File: config.mk
export PLATFORM = sky130hd
export DESIGN_NAME = regfile_wb_arbiter
export DESIGN_NICKNAME = d
export VERILOG_FILES = /design/src/rtl/regfile_wb_arbiter.sv
export SDC_FILE = /design/constraint.sdc
export NUM_CORES = 1
export LEC_CHECK = 0
export CAP_MARGIN = 20
export CORE_AREA = 4 4 122 124
export CTS_BUF_LIST = sky130_fd_sc_hd__clkbuf_8
export DETAILED_ROUTE_END_ITERATION = 16
export DIE_AREA = 0 0 126 128
export PLACE_DENSITY = 0.87
export SLEW_MARGIN = 30
export SYNTH_ARGS = -nofsm -noshare
export SYNTH_HDL_FRONTEND = slang
export SYNTH_SLANG_ARGS = --single-unit
File: constraint.sdc
create_clock -name clk -period 2.4 [get_ports clk]
set_clock_uncertainty 0.2 [all_clocks]
set_input_delay 0.36 -clock clk [delete_from_list [all_inputs] [get_ports clk]]
set_output_delay 0.36 -clock clk [all_outputs]
set_load 0.01 [all_outputs]
File: src/rtl/regfile_wb_arbiter.sv
`default_nettype none
// -----------------------------------------------------------------------------
// regfile_wb_arbiter : register-file write-back arbiter (ALU vs buffered loads)
// with a pending-load scoreboard for decode hazards.            Rev 1.0
// -----------------------------------------------------------------------------
module regfile_wb_arbiter #(
  parameter int ADDR_WIDTH   = 5,
  parameter int DATA_WIDTH   = 32,
  parameter int FIFO_DEPTH   = 2,
  parameter int STARVE_LIMIT = 4
) (
  input  logic                          clk,
  input  logic                          rst_n,
  input  logic                          alu_wb_valid,
  input  logic [ADDR_WIDTH-1:0]         alu_wb_addr,
  input  logic [DATA_WIDTH-1:0]         alu_wb_data,
  output logic                          alu_wb_ready,
  input  logic                          ld_issue_valid,
  input  logic [ADDR_WIDTH-1:0]         ld_issue_addr,
  input  logic                          ld_rsp_valid,
  input  logic [ADDR_WIDTH-1:0]         ld_rsp_addr,
  input  logic [DATA_WIDTH-1:0]         ld_rsp_data,
  output logic                          ld_rsp_ready,
  output logic                          rf_wr_en,
  output logic [ADDR_WIDTH-1:0]         rf_wr_addr,
  output logic [DATA_WIDTH-1:0]         rf_wr_data,
  input  logic [ADDR_WIDTH-1:0]         rs1_addr,
  input  logic [ADDR_WIDTH-1:0]         rs2_addr,
  output logic                          rs1_busy,
  output logic                          rs2_busy,
  output logic [$clog2(FIFO_DEPTH):0]   fifo_count
);

  localparam int PTR_W = $clog2(FIFO_DEPTH);
  localparam int CNT_W = PTR_W + 1;
  localparam int STV_W = $clog2(STARVE_LIMIT + 1);
  localparam int NREG  = 1 << ADDR_WIDTH;

  logic [ADDR_WIDTH-1:0] fifo_addr_q [FIFO_DEPTH];
  logic [ADDR_WIDTH-1:0] fifo_addr_d [FIFO_DEPTH];
  logic [DATA_WIDTH-1:0] fifo_data_q [FIFO_DEPTH];
  logic [DATA_WIDTH-1:0] fifo_data_d [FIFO_DEPTH];
  logic [PTR_W-1:0]      wr_ptr_q, wr_ptr_d, rd_ptr_q, rd_ptr_d;
  logic [CNT_W-1:0]      count_q, count_d;
  logic [STV_W-1:0]      starve_q, starve_d;
  logic [NREG-1:0]       sb_q, sb_d;
  logic                  rf_wr_en_q, rf_wr_en_d;
  logic [ADDR_WIDTH-1:0] rf_wr_addr_q, rf_wr_addr_d;
  logic [DATA_WIDTH-1:0] rf_wr_data_q, rf_wr_data_d;

  logic                  fifo_nonempty, fifo_full, fifo_grant, alu_grant, push;
  logic [ADDR_WIDTH-1:0] head_addr;
  logic [DATA_WIDTH-1:0] head_data;

  // Arbitration looks only at registered FIFO state, so a response cannot bypass.
  assign fifo_nonempty = (count_q != '0);
  assign fifo_full     = (count_q == CNT_W'(FIFO_DEPTH));
  assign head_addr     = fifo_addr_q[rd_ptr_q];
  assign head_data     = fifo_data_q[rd_ptr_q];
  assign fifo_grant    = fifo_nonempty &&
                         (!alu_wb_valid || fifo_full || (starve_q == STV_W'(STARVE_LIMIT)));
  assign alu_grant     = alu_wb_valid && !fifo_grant;
  assign push          = ld_rsp_valid && ld_rsp_ready;

  assign alu_wb_ready  = alu_grant;
  assign ld_rsp_ready  = !fifo_full;
  assign fifo_count    = count_q;
  assign rs1_busy      = sb_q[rs1_addr];
  assign rs2_busy      = sb_q[rs2_addr];
  assign rf_wr_en      = rf_wr_en_q;
  assign rf_wr_addr    = rf_wr_addr_q;
  assign rf_wr_data    = rf_wr_data_q;

  always_comb begin
    fifo_addr_d = fifo_addr_q;
    fifo_data_d = fifo_data_q;
    wr_ptr_d    = wr_ptr_q;
    rd_ptr_d    = rd_ptr_q;
    if (push) begin
      fifo_addr_d[wr_ptr_q] = ld_rsp_addr;
      fifo_data_d[wr_ptr_q] = ld_rsp_data;
      wr_ptr_d              = wr_ptr_q + PTR_W'(1);
    end
    if (fifo_grant) begin
      rd_ptr_d = rd_ptr_q + PTR_W'(1);
    end
    count_d = count_q + CNT_W'(push) - CNT_W'(fifo_grant);
  end

  always_comb begin
    starve_d = starve_q;
    if (fifo_grant || !fifo_nonempty) begin
      starve_d = '0;
    end else if (alu_grant && (starve_q != STV_W'(STARVE_LIMIT))) begin
      starve_d = starve_q + STV_W'(1);
    end
  end

  // Clear before set so a same-cycle issue to the retiring register stays pending.
  always_comb begin
    sb_d = sb_q;
    if (fifo_grant) begin
      sb_d[head_addr] = 1'b0;
    end
    if (ld_issue_valid && (ld_issue_addr != '0)) begin
      sb_d[ld_issue_addr] = 1'b1;
    end
    sb_d[0] = 1'b0;
  end

  always_comb begin
    rf_wr_en_d   = 1'b0;
    rf_wr_addr_d = rf_wr_addr_q;
    rf_wr_data_d = rf_wr_data_q;
    if (fifo_grant) begin
      rf_wr_en_d   = (head_addr != '0);
      rf_wr_addr_d = head_addr;
      rf_wr_data_d = head_data;
    end else if (alu_grant) begin
      rf_wr_en_d   = (alu_wb_addr != '0);
      rf_wr_addr_d = alu_wb_addr;
      rf_wr_data_d = alu_wb_data;
    end
  end

  always_ff @(posedge clk or negedge rst_n) begin
    if (!rst_n) begin
      for (int i = 0; i < FIFO_DEPTH; i++) begin
        fifo_addr_q[i] <= '0;
        fifo_data_q[i] <= '0;
      end
      wr_ptr_q     <= '0;
      rd_ptr_q     <= '0;
      count_q      <= '0;
      starve_q     <= '0;
      sb_q         <= '0;
      rf_wr_en_q   <= 1'b0;
      rf_wr_addr_q <= '0;
      rf_wr_data_q <= '0;
    end else begin
      fifo_addr_q  <= fifo_addr_d;
      fifo_data_q  <= fifo_data_d;
      wr_ptr_q     <= wr_ptr_d;
      rd_ptr_q     <= rd_ptr_d;
      count_q      <= count_d;
      starve_q     <= starve_d;
      sb_q         <= sb_d;
      rf_wr_en_q   <= rf_wr_en_d;
      rf_wr_addr_q <= rf_wr_addr_d;
      rf_wr_data_q <= rf_wr_data_d;
    end
  end

endmodule
`default_nettype wire

# After elaboration in Yosys (flattened, before gate mapping)
# Index checks and enable logic that the tools add are counted.
[totals]
reg_bits = 150
inputBits = 94
output_inout_bits = 44
word_cells = 85
[op_classes]
add_sub_neg = 5
magnitude_cmp = 9
eq_ne = 3
muxes = 30
n_bitwise = 5
n_reduce_logical = 21
[op_table]
columns = ["cell", "count"]
rows = [
  ["$mux 32", 8],
  ["$bwmux 64", 1],
  ["$and 32x32->32", 1],
  ["$demux 32 s1", 1],
  ["$not 32->32", 1],
  ["$or 32x32->32", 1],
  ["$mux 5", 6],
  ["$lt 5x6->1 const B", 4],
  ["$reduce_bool 5->1", 3],
  ["$bmux 1 s5", 2],
  ["$bwmux 10", 1],
  ["$demux 1 s5", 2],
  ["$ge 5x1->1 const B", 2],
  ["$logic_and 1x1->1", 8],
  ["$mux 1", 6],
  ["$mux 3", 2],
  ["$reduce_bool 2->1", 3],
  ["$demux 5 s1", 1],
  ["$ge 2x2->1 const B", 2],
  ["$logic_not 1->1", 4],
  ["$not 1->2", 2],
  ["$add 3x1->3 const B", 1],
  ["$eq 3x3->1 const B", 1],
  ["$logic_or 1x1->1", 3],
  ["6 further kinds", 7],
]

# Depth between registers and ports, before layout
# Gate-level depths: netlist of run 1.
[logic_depth]
word_depth = 13
ltp_mapped = 8
depth_no_buf = 7

# Least setup slack after synthesis of run 1
# No wires, ideal clock.
[synth_path]
kind = "input-to-output"
start = "in rs1_addr[0]"
end = "out rs1_busy"
arrival_time_ps = 1544
required_ps = 1840
slack_ps = 296
path_stages = 5
n_path_buf = 1
path_cell_list = "clkbuf_1 mux4_2 nand2b_1 o211ai_1 nand4_1"
[synth_between]
elab_chain_cells = 2
[synth_rtl]
columns = ["item", "line_no", "source"]
rows = [
  ["start, declared", "27", "input logic [ADDR_WIDTH-1:0] rs1_addr,"],
  ["$bmux 1 s5", "68", "assign rs1_busy = sb_q[rs1_addr];"],
  ["$mux 1 (implied by the code)", "68", ""],
  ["end, declared", "29", "output logic rs1_busy,"],
]
# Every way passes these cells. The select of a mux whose other input is x is not followed.

# Worst setup path in the final report of run 1
[layout_path]
start = "reg sb_q[7]"
end = "out rs1_busy"
[layout_between]
elab_chain_cells = 2
[layout_rtl]
columns = ["item", "line_no", "source"]
rows = [
  ["start, declared", "46", "logic [NREG-1:0] sb_q, sb_d;"],
  ["start signal, assigned", "136", "sb_q <= '0;"],
  ["start signal, assigned", "147", "sb_q <= sb_d;"],
  ["$bmux 1 s5", "68", ""],
  ["$mux 1 (implied by the code)", "68", ""],
]
# Every way passes these cells. The select of a mux whose other input is x is not followed.

==> run_results.csv, run 1 <==
group,metric,value,unit
run_status,status,"complete, but fails checks",
run_status,violations,"setup timing",
clocking,numClockSinks,150,
route,vias,5478,
timing,fin_crit,2.41,ns
synth,netlist_top_cells_area,"dfrtp_1, mux2_2, mux2i_1",
clocking,cts.reportedPaths.clkPinSlew,0.08,ns
timing,setup_violations,1,
setup_path,crit_required,1.84,ns
synth,yosys_warnings,0,
route,via_per_inst,5.79,
synth,synthMostInstantiatedCell,"dfrtp_1",
global_routing,grt_max_degree,71,
place,port_buffers,137,
setup_path,start_kind,"register",
global_routing,grt_busiest_layer,"met2",
finish,fin_nets,851,
flow_run,drv_cap,0,
die,start_util,53.0,%
synth,netlist_instances,594,
setup_path,path_max_fanout,3,
setup_path,cp-end-kind,"output pin",
finish,multi_input_area,0.00336,mm^2
route,ant_nets,0,
place,gp_congestion,0.916,
route,wl,19000,um
die,die_width,126,um
place,hpwl,13300,um
timing,rsz0062_at_grt,"true",
finish,drive_gt1_share,25.8,%
synth,synthTopCellsByCount,"dfrtp_1, mux2_2, mux2i_1, o21ai_0, nand2_1",
die,core_area,0.0138,mm^2
synth,avgSynthCellArea,12.3,um^2
clocking,clk_latency,0.46,ns
timing,max_slew.worst_pin.slew,0.475,ns
synth,synth_area_leader_cell,"dfrtp_1",
timing,holdWs,0.193,ns
finish,syn_to_final_growth,31.1,%
timing,worst_slack,-0.0131,ns
finish,diodes,0,
die,fp.dieH,128,um
timing,hold_viol_final,0,
die,die_area,0.0161,mm^2
timing,fmax,0.414,GHz
setup_path,crit_type,"reg2out",
die,rows,43,
route,wl_per_cell,20.1,um
clocking,clockBufferDepth,2,
clocking,cts-root-buf,"clkbuf_8",
synth,synth_fp_nets,691,
clocking,h-tree-depth,4,
synth,synth_top_area_share,51.5,%
timing,slew_violations,0,
finish,seqCellArea,0.00375,mm^2
clocking,numCtsBuffers,17,
route,drc,0,
synth,synth_edf_count,0,
global_routing,antenna_found_initial,0,
power_and_ir_drop,power_density,1340,mW/mm^2
place,dp_cells,911,
finish,final_cells,946,
synth,synth-main-ff-cell,"dfrtp_1",
global_routing,grtUsageMet1,29.0,%
timing,relSlewSlack,68.4,%
global_routing,grt_pass1_wl,30600,um
route,drtPass1Iterations,4,
power_and_ir_drop,max-vdd-ir-drop,804,uV
power_and_ir_drop,p_leak,4.00,nW
die,ios,138,
route,drt_iter0_drc,401,
setup_path,worstPathArrival,1.85,ns
global_routing,grt_overflow,0,
global_routing,grt_usage,24.1,%
global_routing,grt_util_met2,40.5,%
hold_path,hp-class,"in2async",
global_routing,use_met3,7.71,%
synth,synth-async-reset-ratio,100,%
synth,yosys_register_bits,150,
timing,fin_crit_sh,101,%
global_routing,grt_pass1_vias,5953,
synth,ys_seq_area_share,51.5,%
clocking,cts_tree,"yes",
synth,synth.cell_area,0.00729,mm^2
finish,nFillCells,1004,
synth,synth.distinct_cells,45,
## final timing paths
kind / to / cells past startpoint / slack, ns / start
worst max-delay path: rs1_busy / 5 / -0.01 / sb_q[7]$_DFF_PN0_
max in group asynchronous: sb_q[11]$_DFF_PN0_ / 3 / 0.95 / rst_n
worst min-delay path: rf_wr_data[18]$_DFFE_PN0P_ / 2 / 0.19 / rst_n
min in group clk: rf_wr_data[28]$_DFFE_PN0P_ / 2 / 0.30 / rf_wr_data[28]$_DFFE_PN0P_
worst min register to register: rf_wr_data[28]$_DFFE_PN0P_ / 2 / 0.30 / rf_wr_data[28]$_DFFE_PN0P_
worst max register to register: sb_q[10]$_DFF_PN0_ / 4 / 0.24 / rd_ptr_q$_DFFE_PN0P_
## area by class of cell
| cell class | count | share of cell area (%) |
|---|---|---|
| Sequential cell | 150 | 39.3 |
| Multi-Input combinational cell | 409 | 35.1 |
| Timing Repair Buffer | 171 | 17.8 |
| Clock buffer | 20 | 2.88 |
| Clock inverter | 11 | 2.39 |
| Tap cell | 180 | 2.35 |
| Inverter | 5 | 0.196 |
## stage by stage
stage / power (mW) / setup slack (ns) / TNS, ns / util (%) / area, um^2
6_report: 12.8 / -0.0131 / -0.0131 / 69.4 / 9570
5_1_grt: 13.5 / -0.0754 / -0.139 / 69.4 / 9570
4_1_cts: 12.8 / -0.0223 / -0.0424 / 69.1 / 9520
3_5_place_dp: 10.3 / -0.543 / -1.14 / 65.3 / 9000
3_3_place_gp: 9.96 / -0.478 / -1.05 / 65.3 / 9000
2_1_floorplan: 8.21 / 0.296 / 0 / - / 7290
## sequential cells by signal, summed over array words and instances, names as in the netlist
register and count:
fifo_data_q 64, rf_wr_data 32, sb_q 31, fifo_addr_q 10
rf_wr_addr 5, starve_q 3, fifo_count 2, rd_ptr_q 1
rf_wr_en 1, wr_ptr_q 1
## kinds of logic (layout without fill, tap and decap cells)
logic type,after synthesis,count (layout),share of synthesized area [%]
AND/OR/NAND/NOR,100,100,6.78
buffers and inverters,35,207,3.21
AO/OA/AOI/OAI,126,126,9.88
flip-flops,150,150,51.5
XOR/XNOR,3,3,0.360
adder cells (fa/ha/maj),3,3,0.515
multiplexers,177,177,27.8
## critical path, cell delays in order (launching register included)
cell	delay, ns
dfrtp_1	0.43
mux4_2	0.49
nand2b_4	0.15
o211ai_1	0.08
nand4_1	0.11
buf_2	0.15
## timing repair
item / 4_1_cts / 5_1_grt
setup endpoints to repair: 3 / 3
hold endpoints to repair: 46 / 0
setup buffers: 1 / 2
gates resized for setup: 15 / 8
hold buffers: 1 / 0
pin swaps: 1 / 2
## power by group
part | total [mW] | internal (mW) | switching (mW) | leakage [nW]
Combinational | 5.66 | 3.08 | 2.58 | 1.94
Sequential | 4.71 | 3.82 | 0.894 | 1.79
Clock | 2.43 | 1.51 | 0.918 | 0.259
Total | 12.8 | 8.41 | 4.39 | 4.00
## per-layer routing
| metal | vias up | share of wire, % |
|---|---|---|
| li1 | 2490 | - |
| met1 | 2736 | 40 |
| met2 | 213 | 49 |
| met3 | 39 | 8.6 |
| met4 | 0 | 2.3 |
| met5 | - | 0 |
## cell usage in the layout, fill, tap and decap left out, types with 8 or more instances in the layout
cell type        count
mux2i_1             55
o21ai_1             40
clkbuf_8            20
nor2_1               9
buf_4               26
nand3_1             19
mux2_2             105
dfrtp_1            149
inv_1                8
o21ai_0             55
clkdlybuf4s50_1    130
nand2_1             43
Power figures use the tool's default switching activity.
==> run 2: changes to the inputs <==
--- a/config.mk
+++ b/config.mk
@@ -8,6 +8,7 @@
 export CAP_MARGIN = 20
 export CORE_AREA = 4 4 122 124
 export CTS_BUF_LIST = sky130_fd_sc_hd__clkbuf_8
+export CTS_CLUSTER_SIZE = 28
 export DETAILED_ROUTE_END_ITERATION = 16
 export DIE_AREA = 0 0 126 128
 export PLACE_DENSITY = 0.87
==> results of run 2 <==
The final DEF is identical to that of run 1; final timing and power are the same.
==> run 3: changes to the inputs <==
--- a/config.mk
+++ b/config.mk
@@ -6,12 +6,12 @@
 export NUM_CORES = 1
 export LEC_CHECK = 0
 export CAP_MARGIN = 20
-export CORE_AREA = 4 4 122 124
+export CORE_AREA = 4 4 118 120
 export CTS_BUF_LIST = sky130_fd_sc_hd__clkbuf_8
 export CTS_CLUSTER_SIZE = 28
 export DETAILED_ROUTE_END_ITERATION = 16
-export DIE_AREA = 0 0 126 128
-export PLACE_DENSITY = 0.87
+export DIE_AREA = 0 0 122 124
+export PLACE_DENSITY = 0.92
 export SLEW_MARGIN = 30
 export SYNTH_ARGS = -nofsm -noshare
 export SYNTH_HDL_FRONTEND = slang
==> constraint.sdc (replaced) <==
create_clock -name clk -period 2.79 [get_ports clk]
set_clock_uncertainty 0.2 [all_clocks]
set_input_delay 0.4185 -clock clk [delete_from_list [all_inputs] [get_ports clk]]
set_output_delay 0.4185 -clock clk [all_outputs]
set_load 0.01 [all_outputs]
==> run 3 against run 2 <==
  * The run now ends clean
  * Largest power group unchanged
  * Critical path depth is 2 higher
  * Combinational power is 17% lower
  * Via count rose by 0.44%
==> run_results.csv, run 3 (synthesis gave the netlist of run 1 again) <==
group,metric,value,unit
die,die_width,122,um
die,fp.dieH,124,um
clocking,numClockSinks,150,
finish,design_area,0.00931,mm^2
die,core_area,0.0130,mm^2
finish,final_cell_mix,"dfrtp_1, clkdlybuf4s50_1, mux2_2",
die,die_area,0.0151,mm^2
timing,setup_violations,0,
route,via_per_inst,5.95,
run_status,status,"completed",
global_routing,grt_usage,26.1,%
global_routing,grt_pass1_vias,5983,
timing,final.setup.tns,0,ns
timing,max_slew.worst_pin.slew,0.784,ns
timing,fmax,0.382,GHz
timing,relSlewSlack,47.7,%
global_routing,grt_max_degree,65,
setup_path,crit_type,"in2out",
place,dpl_cell_area,0.00888,mm^2
timing,rsz0062_at_grt,"false",
route,drt_iter0_drc,376,
setup_path,slowest_stage,"clkdlybuf4s50_1",
finish,syn_to_final_growth,27.6,%
setup_path,path_cells,"clkdlybuf4s50_1, buf_4, mux2i_1, a21oi_1, o211ai_1, nand4_1, dlygate4sd2_1",
setup_path,worstPathArrival,2.00,ns
place,port_buffers,137,
route,wl_per_cell,20.4,um
hold_path,hp-class,"reg2reg",
finish,final_common_cell,"dfrtp_1",
timing,fin_crit,2.61,ns
global_routing,grt_pass1_wl,30300,um
finish,fin_nets,835,
power_and_ir_drop,design_power_total,10.6,mW
setup_path,start_kind,"primary input",
clocking,post_cts_buffers,0,
clocking,clockBufferDepth,2,
global_routing,grt_overflow,0,
place,gp_congestion,0.987,
clocking,numCtsBuffers,17,
clocking,cts-root-buf,"clkbuf_8",
power_and_ir_drop,p_leak,3.86,nW
timing,holdWs,0.285,ns
power_and_ir_drop,power_density,1140,mW/mm^2
setup_path,crit_required,2.17,ns
timing,hold_viol_final,0,
clocking,h-tree-depth,4,
finish,largest_reg_flops,64,
finish,diodes,0,
route,wl,18900,um
global_routing,antenna_found_initial,1,
setup_path,cp-end-kind,"output pin",
clocking,clk_latency,0.44,ns
clocking,cts_tree,"yes",
flow_run,drv_cap,0,
route,vias,5502,
power_and_ir_drop,max-vdd-ir-drop,643,uV
die,ios,138,
finish,regMostFlops,"fifo_data_q",
die,start_util,56.2,%
route,drtPass1Iterations,6,
finish,drive_gt1_share,22.7,%
finish,post-route-util,71.7,%
route,ant_nets,0,
timing,fin_crit_sh,93.7,%
place,hpwl,13500,um
setup_path,max_stage_delay,0.56,ns
timing,slew_violations,0,
setup_path,path_max_fanout,7,
die,rows,42,
clocking,cts.reportedPaths.clkPinSlew,0.08,ns
route,drc,0,
run 3: repair_timing:
action | in CTS | in global routing
endpoints found under the hold margin | 61 | 0
setup endpoints to repair | 3 | 0
resized for setup | 6 | 0
hold buffers | 1 | 0
run 3: report_power, final:
group	total (mW)	leakage (nW)	switching, mW	internal (mW)
registers	4.08	1.79	0.796	3.28
logic	4.69	1.84	2.19	2.50
clock network	1.82	0.221	0.781	1.04
run 3: area by class of cell:
class | instances | area, um^2
flip-flops and latches | 150 | 3750
inverters | 5 | 18.8
well taps | 176 | 220
repair buffers | 155 | 1580
clock buffers | 17 | 234
fillers | 878 | 3670
clock inverters | 13 | 191
multi-input cells | 409 | 3310
run 3: worst max-delay path, delay by kind of cell:
family	cells	cell delay, ns
AO/OA/AOI/OAI	2	0.26
multiplexers	1	0.18
AND/OR/NAND/NOR	1	0.11
buffers and inverters	3	1.03
run 3: worst paths after layout:
kind,start,endpoint,slack (ns),cells past startpoint
max in group asynchronous,rst_n,fifo_data_q[59]$_DFFE_PN0P_,1.35,3
setup / recovery,rs1_addr[1],rs1_busy,0.18,7
setup reg to reg,starve_q[0]$_DFFE_PN0P_,fifo_count[1]$_DFF_PN0_,0.32,8
hold reg to reg,starve_q[0]$_DFFE_PN0P_,starve_q[0]$_DFFE_PN0P_,0.28,1
hold / removal,starve_q[0]$_DFFE_PN0P_,starve_q[0]$_DFFE_PN0P_,0.28,1
min in group asynchronous,rst_n,fifo_data_q[18]$_DFFE_PN0P_,0.32,2
run 3: per-layer routing:
| metal | routed length [um] | global-route usage [%] | up-vias |
|---|---|---|---|
| met1 | 7140 | 30.6 | 2696 |
| met5 | 13 | 0 | - |
| met4 | 458 | 10.7 | 2 |
| met2 | 9540 | 44.6 | 297 |
| li1 | - | - | 2463 |
| met3 | 1730 | 8.22 | 44 |
run 3: through the flow:
step / setup WS (ns) / cells
4_1_cts: 0.156 / 925
6_report: 0.176 / 925
3_5_place_dp: -0.247 / 894
3_3_place_gp: -0.191 / 894
5_1_grt: 0.0439 / 925
2_1_floorplan: 0.569 / 594
